<file path="src/rtl/instruction_c_align.sv">
// Fetch-side halfword aligner: buffers word fetches as halfwords and presents one
// RV32C (16-bit) or RV32I (32-bit) instruction per handshake, with PC tracking and redirect.
module instruction_c_align #(
  parameter logic [31:0] RESET_PC = 32'h0000_0000
) (
  input  logic        iCLK,
  input  logic        iRST,
  output logic        oFETCH_REQ,
  output logic [31:0] oFETCH_ADDR,
  input  logic        iFETCH_VALID,
  input  logic [31:0] iFETCH_DATA,
  input  logic        iREDIRECT,
  input  logic [31:0] iREDIRECT_PC,
  output logic [31:0] oIR,
  output logic        oIR_VALID,
  output logic        oIR_C,
  output logic [31:0] oPC,
  input  logic        iIR_READY
);

  localparam int unsigned XLEN  = 32;
  localparam int unsigned HW    = 16;
  localparam int unsigned DEPTH = 4;
  localparam int unsigned EXT   = 8;
  localparam int unsigned CW    = 3;

  logic [HW-1:0]   hb_q [DEPTH];
  logic [HW-1:0]   hb_d [DEPTH];
  logic [CW-1:0]   cnt_q, cnt_d;
  logic [XLEN-1:0] pc_q, pc_d;
  logic [XLEN-1:0] fa_q, fa_d;
  logic [XLEN-1:0] addr_q, addr_d;
  logic            pend_q, pend_d;
  logic            skip_q, skip_d;
  logic            drop_q, drop_d;
  logic            req_q, req_d;

  logic            head_is_c;
  logic            ir_ok;
  logic            accept;
  logic [1:0]      n_rm;
  logic [1:0]      n_app;
  logic [CW-1:0]   rem;
  logic [HW-1:0]   app0, app1;
  logic [HW-1:0]   ext [EXT];
  logic            unused_redirect_lsb;

  assign unused_redirect_lsb = iREDIRECT_PC[0];

  // Head-of-buffer decode; an instruction is presentable once all its halfwords are buffered.
  always_comb begin
    head_is_c = (hb_q[0][1:0] != 2'b11);
    ir_ok     = !iREDIRECT && (cnt_q >= 3'd1) && (head_is_c || (cnt_q >= 3'd2));
  end

  assign oIR_VALID   = ir_ok;
  assign oIR_C       = ir_ok & head_is_c;
  assign oIR         = !ir_ok ? '0 : (head_is_c ? {16'h0000, hb_q[0]} : {hb_q[1], hb_q[0]});
  assign oPC         = pc_q;
  assign oFETCH_REQ  = req_q;
  assign oFETCH_ADDR = addr_q;

  // Next state: redirect beats consume/accept; consume and accept may coincide.
  always_comb begin
    cnt_d  = cnt_q;
    pc_d   = pc_q;
    fa_d   = fa_q;
    pend_d = pend_q;
    skip_d = skip_q;
    drop_d = drop_q;
    req_d  = 1'b0;
    addr_d = addr_q;
    n_rm   = 2'd0;
    n_app  = 2'd0;
    rem    = cnt_q;
    accept = iFETCH_VALID && pend_q;
    app0   = skip_q ? iFETCH_DATA[31:16] : iFETCH_DATA[15:0];
    app1   = iFETCH_DATA[31:16];
    for (int unsigned i = 0; i < DEPTH; i++) begin
      ext[i]  = hb_q[i];
      hb_d[i] = hb_q[i];
    end
    for (int unsigned i = DEPTH; i < EXT; i++) begin
      ext[i] = '0;
    end

    if (iREDIRECT) begin
      cnt_d  = '0;
      pc_d   = {iREDIRECT_PC[31:1], 1'b0};
      fa_d   = {iREDIRECT_PC[31:2], 2'b00};
      skip_d = iREDIRECT_PC[1];
      if (accept) begin
        pend_d = 1'b0;
        drop_d = 1'b0;
      end else begin
        drop_d = pend_q;
      end
    end else begin
      if (ir_ok && iIR_READY) begin
        n_rm = head_is_c ? 2'd1 : 2'd2;
      end
      if (accept) begin
        pend_d = 1'b0;
        if (drop_q) begin
          drop_d = 1'b0;
        end else if (skip_q) begin
          n_app  = 2'd1;
          skip_d = 1'b0;
        end else begin
          n_app = 2'd2;
        end
      end
      rem = cnt_q - CW'(n_rm);
      // Shift out consumed halfwords, then land new ones right after the survivors.
      for (int unsigned i = 0; i < DEPTH; i++) begin
        hb_d[i] = ext[3'(i) + 3'(n_rm)];
        if ((n_app != 2'd0) && (3'(i) == rem)) begin
          hb_d[i] = app0;
        end else if ((n_app == 2'd2) && (3'(i) == (rem + 3'd1))) begin
          hb_d[i] = app1;
        end
      end
      cnt_d = rem + CW'(n_app);
      pc_d  = pc_q + XLEN'({n_rm, 1'b0});
      if (!pend_q && (cnt_q <= 3'd2)) begin
        req_d  = 1'b1;
        addr_d = fa_q;
        pend_d = 1'b1;
        fa_d   = fa_q + 32'd4;
      end
    end
  end

  always_ff @(posedge iCLK) begin
    if (iRST) begin
      for (int unsigned i = 0; i < DEPTH; i++) begin
        hb_q[i] <= '0;
      end
      cnt_q  <= '0;
      pc_q   <= {RESET_PC[31:1], 1'b0};
      fa_q   <= {RESET_PC[31:2], 2'b00};
      skip_q <= RESET_PC[1];
      pend_q <= 1'b0;
      drop_q <= 1'b0;
      req_q  <= 1'b0;
      addr_q <= '0;
    end else begin
      for (int unsigned i = 0; i < DEPTH; i++) begin
        hb_q[i] <= hb_d[i];
      end
      cnt_q  <= cnt_d;
      pc_q   <= pc_d;
      fa_q   <= fa_d;
      skip_q <= skip_d;
      pend_q <= pend_d;
      drop_q <= drop_d;
      req_q  <= req_d;
      addr_q <= addr_d;
    end
  end

endmodule
</file>
<file path="config.mk">
export PLATFORM = sky130hd
export DESIGN_NAME = instruction_c_align
export DESIGN_NICKNAME = d
export VERILOG_FILES = /design/src/rtl/instruction_c_align.sv
export SDC_FILE = /design/constraint.sdc
export NUM_CORES = 1
export LEC_CHECK = 0
export CAP_MARGIN = 10
export CORE_MARGIN = 2
export CORE_UTILIZATION = 60
export CTS_BUF_LIST = sky130_fd_sc_hd__clkbuf_4 sky130_fd_sc_hd__clkbuf_8
export DETAILED_ROUTE_END_ITERATION = 7
export GPL_TIMING_DRIVEN = 0
export PLACE_DENSITY = 0.89
export SETUP_SLACK_MARGIN = 0.15
export SLEW_MARGIN = 40
export SYNTH_ARGS = -nofsm -noshare
export SYNTH_HDL_FRONTEND = slang
export SYNTH_SLANG_ARGS = --single-unit
</file>
<file path="constraint.sdc">
create_clock -name iCLK -period 14.7 [get_ports iCLK]
set_clock_uncertainty 0.2 [all_clocks]
set_input_delay 2.94 -clock iCLK [delete_from_list [all_inputs] [get_ports iCLK]]
set_output_delay 2.94 -clock iCLK [all_outputs]
set_load 0.02 [all_outputs]
</file>
# Yosys cells after proc, flatten, opt, wreduce, memory -nomap -nowiden
# Memories as Yosys holds them, arrays and structs flattened.
# Cells that the tools add are included.
# totals
register_bits	103
ram_bits	64
inputBits	69
memories	1
# memory_table
name	depth	width	read_ports	rd_ports_with_merged_regs	write_ports	line	source
hb_q	4	16	4	0	4	27	logic [HW-1:0] hb_q [DEPTH];
# op_classes
n_addsub	8
order_cmp	7
eq_ne	9
mux	50
bitwise_logic	10
n_reduce_logical	24
# op_table
cell	count
$mux 16	21
$bmux 16 s3	4
$mux 32	5
$mux 64	1
$add 32x3->32	1
$add 32x3->32 const B	1
$ge 4x4->1 const B	4
$mux 2	7
$logic_and 1x1->1	13
$eq 2x3->1 const A	4
$mux 1	12
$not 3->4	3
$add 2x2->3 const A	2
$eq 1x3->1 const A	2
$logic_not 3->1	2
$reduce_bool 2->1	3
$ne 2x2->1 const B	2
$not 2->4	1
$or 1x1->1	4
$reduce_and 2->1	2
$add 1x2->3 const A	1
$add 3x1->3 const B	1
$add 3x2->3	1
$ge 3x1->1 const B	1
other kinds (9)	10

# Longest topological paths before layout
# Gate-level depths: netlist of the first run.
# An unclocked memory read counts as a cell.
# logic_depth
ltp_word	16
ltp_mapped	20
mapped_depth_nobuf	14

# Worst setup path before layout of the first run
# No wires, ideal clock.
# synth_path
path_kind	input port to output port
from	in iREDIRECT
to	out oIR[18]
arrival_time_ns	4.170
required_ns	11.560
path_slack_ns	7.390
stages	4
n_path_buf	3
cell_sequence	buf_6 > clkbuf_1 > clkbuf_1 > nor4_1
# synth_via
elab_chain_cells	4
# synth_lines
element	line	source
start, declared	12	input logic iREDIRECT,
$logic_not 1->1	53	ir_ok = !iREDIRECT && (cnt_q >= 3'd1) && (head_is_c || (cnt_q >= 3'd2));
$logic_and 1x1->1 (2 in a row)	53	
$mux 32	58	assign oIR = !ir_ok ? '0 : (head_is_c ? {16'h0000, hb_q[0]} : {hb_q[1], hb_q[0]});
end, declared	14	output logic [31:0] oIR,
# No other way between the ends.

==> results of run 1 <==
## worst paths after layout
kind / from / endpoint / slack, ns / cells past startpoint
max: iIR_READY / hb_q[1][5]$_SDFFE_PP0N_ / 6.39 / 19
min: oFETCH_ADDR[20]$_SDFFE_PP0P_ / oFETCH_ADDR[20]$_SDFFE_PP0P_ / 0.26 / 2
max reg2reg: hb_q[0][0]$_SDFFE_PP0N_ / hb_q[1][5]$_SDFFE_PP0N_ / 8.87 / 18
min reg2reg: oFETCH_ADDR[20]$_SDFFE_PP0P_ / oFETCH_ADDR[20]$_SDFFE_PP0P_ / 0.26 / 2
## stage by stage
step | cells | area, sq um
after global placement | 1543 | 11500
after CTS | 1575 | 11900
after global routing | 1576 | 12000
final | 1576 | 12000
after detailed placement | 1543 | 11500
after floorplan | 1165 | 9650
## state kept, by name, summed over array words and instances, names as in the netlist
register	flops
fa_q	30
oFETCH_REQ	1
drop_q	1
hb_q	64
oFETCH_ADDR	30
cnt_q	3
oPC	31
skip_q	1
pend_q	1
## per-layer routing
layer,global-route usage,share of wire,vias up
met4,0.207,0.067,0
met5,0,0,-
li1,-,-,4648
met3,0.125,0.14,238
met1,0.527,0.38,4914
met2,0.586,0.41,932
## critical path: stages
cell	delay (ns)
clkdlybuf4s50_1	0.57
nand2b_4	0.10
or3_1	0.37
buf_6	0.18
clkinv_4	0.08
buf_12	0.15
buf_2	0.35
ha_1	0.22
inv_1	0.05
fa_1	0.37
xnor2_1	0.52
inv_1	0.15
ha_1	0.32
nand2b_1	0.27
mux2i_1	0.23
a21boi_2	0.73
buf_2	0.44
a221oi_1	0.16
a211o_1	0.27
## logic make-up after synthesis
family                     count (synthesis)  share of synthesized area
adders and majority gates                  9                     0.0132
buffers and inverters                    147                     0.0676
DFF                                      162                      0.336
xor gates and xnor gates                  60                     0.0545
muxes                                     77                     0.0854
and+or+nand+nor                          308                      0.163
AOI/OAI and AO/OA                        399                      0.279
other                                      1                   0.000389
## Yosys cell counts (all sizes together) (11+ instances only)
cell type / number
a211o: 15
a211oi: 18
a21o: 15
a21oi: 89
a221oi: 30
a22oi: 16
and2: 24
and3: 12
and4: 11
buf: 32
clkbuf: 67
dfxtp: 162
inv: 47
mux2: 42
mux2i: 35
nand2: 128
nand3: 15
nand4: 11
nor2: 25
nor3: 36
nor4: 15
o21a: 49
o21ai: 101
o221a: 15
o221ai: 17
o32ai: 15
xnor2: 33
xor2: 27
## power by group through the flow
stage,Clock (mW),Sequential (mW),Combinational [mW]
final,0.335,0.480,0.171
after global routing,0.348,0.482,0.180
after detailed placement,0,0.489,0.164
after floorplan,0,0.495,0.0824
after CTS,0.332,0.479,0.165
after global placement,0,0.488,0.160
## area by class of cell
| class | instances | area, sq um |
|---|---|---|
| Timing Repair Buffer | 163 | 1630 |
| Fill cell | 1193 | 3810 |
| Inverter | 48 | 185 |
| Clock buffer | 19 | 262 |
| Clock inverter | 13 | 130 |
| Multi-Input combinational cell | 856 | 5770 |
| Buffer | 99 | 467 |
| Sequential cell | 162 | 3240 |
| Tap cell | 216 | 270 |
==> results.sh, run 1 <==
export IMPL_outcome="completed"
export IMPL_finalCriticalPeriod_ns=8.31
export IMPL_hold_buffers=0
export IMPL_clk_transition_reported_paths_ns=0.10
export IMPL_cp_arrival_ns=8.48
export IMPL_diodes=0
export IMPL_grt_pass1_wl_um=52200
export IMPL_synth_area_top_cells="dfxtp_1, nand2_1, mux2_2"
export IMPL_track_usage=0.399
export IMPL_vias=10700
export IMPL_p_int_mw=0.667
export IMPL_post_cts_setup_buffers=0
export IMPL_critPathCaptureType="flop"
export IMPL_dieArea_sq_um=17100
export IMPL_gp_congestion=1.05
export IMPL_comb_power_share=0.173
export IMPL_path_class="primary input to flop"
export IMPL_portBuffers=162
export IMPL_grt_pass1_vias=9847
export IMPL_num_nets_final=1425
export IMPL_hold_class="flop to flop"
export IMPL_yosysSeqAreaShare=0.336
export IMPL_fmax_mhz=120
export IMPL_relSlewSlack=0.389
export IMPL_ys_warn_count=0
export IMPL_grt_ovfl_total=0
export IMPL_avgRoutedWirePerCell_um=22.1
export IMPL_dp_slack_ns=6.25
export IMPL_final_util=0.758
export IMPL_maxSlewViolCount=0
export IMPL_setup_viol=0
export IMPL_fin_crit_sh=0.565
export IMPL_whs_ns=0.257
export IMPL_final_cell_mix="dfxtp_1, clkdlybuf4s50_1, nand2_1"
export IMPL_clk_latency_ns=0.48
export IMPL_cts_buffers=17
export IMPL_grt_max_degree=18
export IMPL_power_mw=0.986
export IMPL_timing_hold_violations_final=0
export IMPL_fp_dieW_um=131
export IMPL_cts_resized_gates=0
export IMPL_synth_top_cell_area_share=0.336
export IMPL_cts_tree="built"
export IMPL_drc_errors=0
export IMPL_drive_gt1_frac=0.0985
export IMPL_ys_seq_elements=162
export IMPL_rows=46
export IMPL_cts_sinks=162
export IMPL_ys_flop_type="dfxtp_1"
export IMPL_ios=168
export IMPL_switching_power_mw=0.319
export IMPL_synth_area_sq_um=9640
export IMPL_htree_levels=4
export IMPL_cap_violations=0
export IMPL_ir_drop_mv=0.0537
export IMPL_via_per_inst=6.81
export IMPL_seqPwrFrac=0.487
export IMPL_power_frac_clock=0.339
export IMPL_tightest_slew_ns=0.913
export IMPL_synth_edf_count=0
export IMPL_antenna_found_initial=0
export IMPL_cts_root_buf="clkbuf_8"
export IMPL_area_growth_pct=24.0
export IMPL_swShare=0.323
export IMPL_drtIter0Drc=1793
export IMPL_rsz0062_at_grt="false"
export IMPL_worstPathRequired_ns=14.87
export IMPL_postSynthCellCount=1163
export IMPL_firstDrtPassIters=8
export IMPL_dp_hpwl_um=24900
export IMPL_avgSynthCellArea_sq_um=8.29
export IMPL_p_per_area_nw_per_um2=82.4
export IMPL_start_kind="primary input"
export IMPL_fin_setup_tns_ns=0
export IMPL_start_util=0.611
export IMPL_async_flop_share=0
export IMPL_fin_ws_ns=6.39
export IMPL_critPathMaxFanout=11
export IMPL_ant_nets=0
export IMPL_leakage_nw=4.42
export IMPL_synth_top_area_cell="dfxtp_1"
export IMPL_max_clock_path_buffers=2
export IMPL_core_sq_um=15800
export IMPL_drt_total_wl_um=34900
export IMPL_ys_types=64
export IMPL_fp_dieH_um=131
(Power assumes the default switching activity.)
==> run 2, diff against run 1 <==
CORE_UTILIZATION = 55   (was 60)
PLACE_DENSITY = 0.83   (was 0.89)
clock period = 8.4 ns   (was 14.7 ns; I/O delays follow)
==> results.sh, run 2 (synthesized netlist as in run 1, its figures left out) <==
export IMPL_gp_congestion=1.03
export IMPL_setup_viol=0
export IMPL_dieArea_sq_um=18600
export IMPL_comb_power_share=0.168
export IMPL_grt_max_degree=17
export IMPL_cts_tree="built"
export IMPL_p_per_area_nw_per_um2=148
export IMPL_fmax_mhz=143
export IMPL_num_nets_final=1424
export IMPL_maxSlewViolCount=0
export IMPL_diodes=0
export IMPL_power_frac_clock=0.358
export IMPL_grt_pass1_wl_um=52300
export IMPL_clk_latency_ns=0.48
export IMPL_switching_power_mw=0.537
export IMPL_ios=168
export IMPL_track_usage=0.371
export IMPL_tightest_slew_ns=0.928
export IMPL_path_depth=19
export IMPL_via_per_inst=6.61
export IMPL_timing_hold_violations_final=0
export IMPL_antenna_found_initial=0
export IMPL_dp_hpwl_um=25300
export IMPL_firstDrtPassIters=6
export IMPL_fin_setup_tns_ns=0
export IMPL_outcome="completed"
export IMPL_whs_ns=0.261
export IMPL_cp_endpoint="hb_q[1][14]$_SDFFE_PP0N_"
export IMPL_start_util=0.559
export IMPL_cp_startpoint="iIR_READY"
export IMPL_fp_dieW_um=136
export IMPL_start_kind="primary input"
export IMPL_worstPathRequired_ns=8.58
export IMPL_relSlewSlack=0.382
export IMPL_grt_ovfl_total=0
export IMPL_cts_sinks=162
export IMPL_rows=48
export IMPL_final_cell_mix="dfxtp_1, clkdlybuf4s50_1, nand2_1"
export IMPL_drc_errors=0
export IMPL_rr_endpoint="hb_q[1][14]$_SDFFE_PP0N_"
export IMPL_seqPwrFrac=0.474
export IMPL_core_sq_um=17200
export IMPL_final_cells=1583
export IMPL_ant_nets=0
export IMPL_regMostFlops="hb_q"
export IMPL_crit_family="buffers and inverters"
export IMPL_cpPeakStageDelay_ns=0.76
export IMPL_fin_crit_sh=0.834
export IMPL_fillCellCount=1422
export IMPL_grt_pass1_vias=9297
export IMPL_htree_levels=4
export IMPL_cts_buffers=17
export IMPL_cp_arrival_ns=7.18
export IMPL_avgRoutedWirePerCell_um=22.2
export IMPL_reg2reg_depth=18
export IMPL_hold_depth=2
export IMPL_slowest_stage="a21boi_2"
export IMPL_post_cts_setup_buffers=0
export IMPL_rsz0062_at_grt="false"
export IMPL_rrSetupSlack_ns=2.57
export IMPL_drive_gt1_frac=0.0987
export IMPL_drt_total_wl_um=35100
export IMPL_critPathMaxFanout=11
export IMPL_ir_drop_mv=0.112
export IMPL_final_util=0.696
export IMPL_dpl_cell_count=1552
export IMPL_fp_dieH_um=136
export IMPL_hp_start="oFETCH_ADDR[23]$_SDFFE_PP0P_"
export IMPL_leakage_nw=4.42
export IMPL_crit_path_cell_trace="clkdlybuf4s50_1, nand2b_4, or3_1, buf_6, clkinv_4, buf_12, buf_2, ha_1, inv_1, fa_1, xnor2_1, inv_1, ha_1, nand2b_1, mux2i_1, a21boi_2, buf_2, a211oi_1, a211o_1"
export IMPL_path_class="primary input to flop"
export IMPL_critPathCaptureType="flop"
export IMPL_cts_resized_gates=0
export IMPL_max_clock_path_buffers=2
export IMPL_path_buf_inv=8
export IMPL_hold_buffers=0
export IMPL_finalCriticalPeriod_ns=7.00
export IMPL_clk_transition_reported_paths_ns=0.09
export IMPL_p_int_mw=1.24
export IMPL_portBuffers=162
export IMPL_hold_class="flop to flop"
export IMPL_drtIter0Drc=1624
export IMPL_vias=10500
export IMPL_swShare=0.303
export IMPL_r2r_start="hb_q[0][1]$_SDFFE_PP0N_"
export IMPL_cap_violations=0
export IMPL_cts_root_buf="clkbuf_8"
export IMPL_largest_register_ffs=64
export IMPL_area_growth_pct=24.4
[run 2: area by class of cell]
class / instances / area [sq um] / area share
multi-input combinational: 856 / 5770 / 0.481
clock buffer: 18 / 248 / 0.0207
sequential: 162 / 3240 / 0.270
clock inverter: 13 / 178 / 0.0148
tap: 225 / 282 / 0.0235
buffer: 99 / 468 / 0.0390
inverter: 48 / 185 / 0.0154
timing repair buffer: 162 / 1620 / 0.135
[run 2: worst min-delay path by stage]
stage	endpoint	slack, ns
finish	oFETCH_ADDR[23]$_SDFFE_PP0P_	0.26
floorplan	oFETCH_ADDR[29]$_SDFFE_PP0P_	0.23
global route	oFETCH_ADDR[12]$_SDFFE_PP0P_	0.28
detailed placement	oFETCH_ADDR[29]$_SDFFE_PP0P_	0.25
CTS	oFETCH_ADDR[29]$_SDFFE_PP0P_	0.26
global placement	oFETCH_ADDR[22]$_SDFFE_PP0P_	0.24
[run 2: power by group through the flow]
stage	Clock [mW]	Combinational (mW)	Sequential (mW)
after global routing	0.658	0.315	0.844
after detailed placement	0	0.288	0.856
after global placement	0	0.283	0.855
after CTS	0.627	0.290	0.838
final	0.634	0.298	0.840
after floorplan	0	0.144	0.866
[run 2: per-layer routing]
metal  vias to the layer above  track usage  part of all wire
met1                      4927        0.524              0.41
met5                         -            0                 0
met4                         0        0.145             0.040
li1                       4632            -                 -
met2                       762        0.532              0.42
met3                       138        0.102              0.13
[run 2: worst reg2reg max path, cell delays in order (launching register included)]
cell,delay [ns]
dfxtp_1,0.41
and2_1,0.22
or3_1,0.39
buf_6,0.18
clkinv_4,0.08
buf_12,0.15
buf_2,0.37
ha_1,0.22
inv_1,0.05
fa_1,0.37
xnor2_1,0.50
inv_1,0.14
ha_1,0.32
nand2b_1,0.27
mux2i_1,0.23
a21boi_2,0.76
buf_2,0.46
a211oi_1,0.14
a211o_1,0.29
[run 2: metrics by stage]
stage / setup WS [ns] / area, sq um / total power [mW]
after floorplan: 2.68 / 9650 / 1.01
after global placement: 1.37 / 11500 / 1.14
after detailed placement: 1.17 / 11600 / 1.14
after CTS: 1.66 / 12000 / 1.76
after global routing: 1.31 / 12000 / 1.82
final: 1.40 / 12000 / 1.77
==> run 3, diff against run 2 <==
clock period = 7.3 ns   (was 8.4 ns; I/O delays follow)
==> results of run 3 <==
Same layout as run 2 (identical final DEF). Status: completed.
Main changes from that run: setup slack after placement 1.17 ns -> 0.287 ns; setup slack after layout 1.40 ns -> 0.516 ns; register-to-register setup slack 2.57 ns -> 1.47 ns; total power 1.77 mW -> 2.04 mW; worst IR drop on VDD 0.112 mV -> 0.129 mV
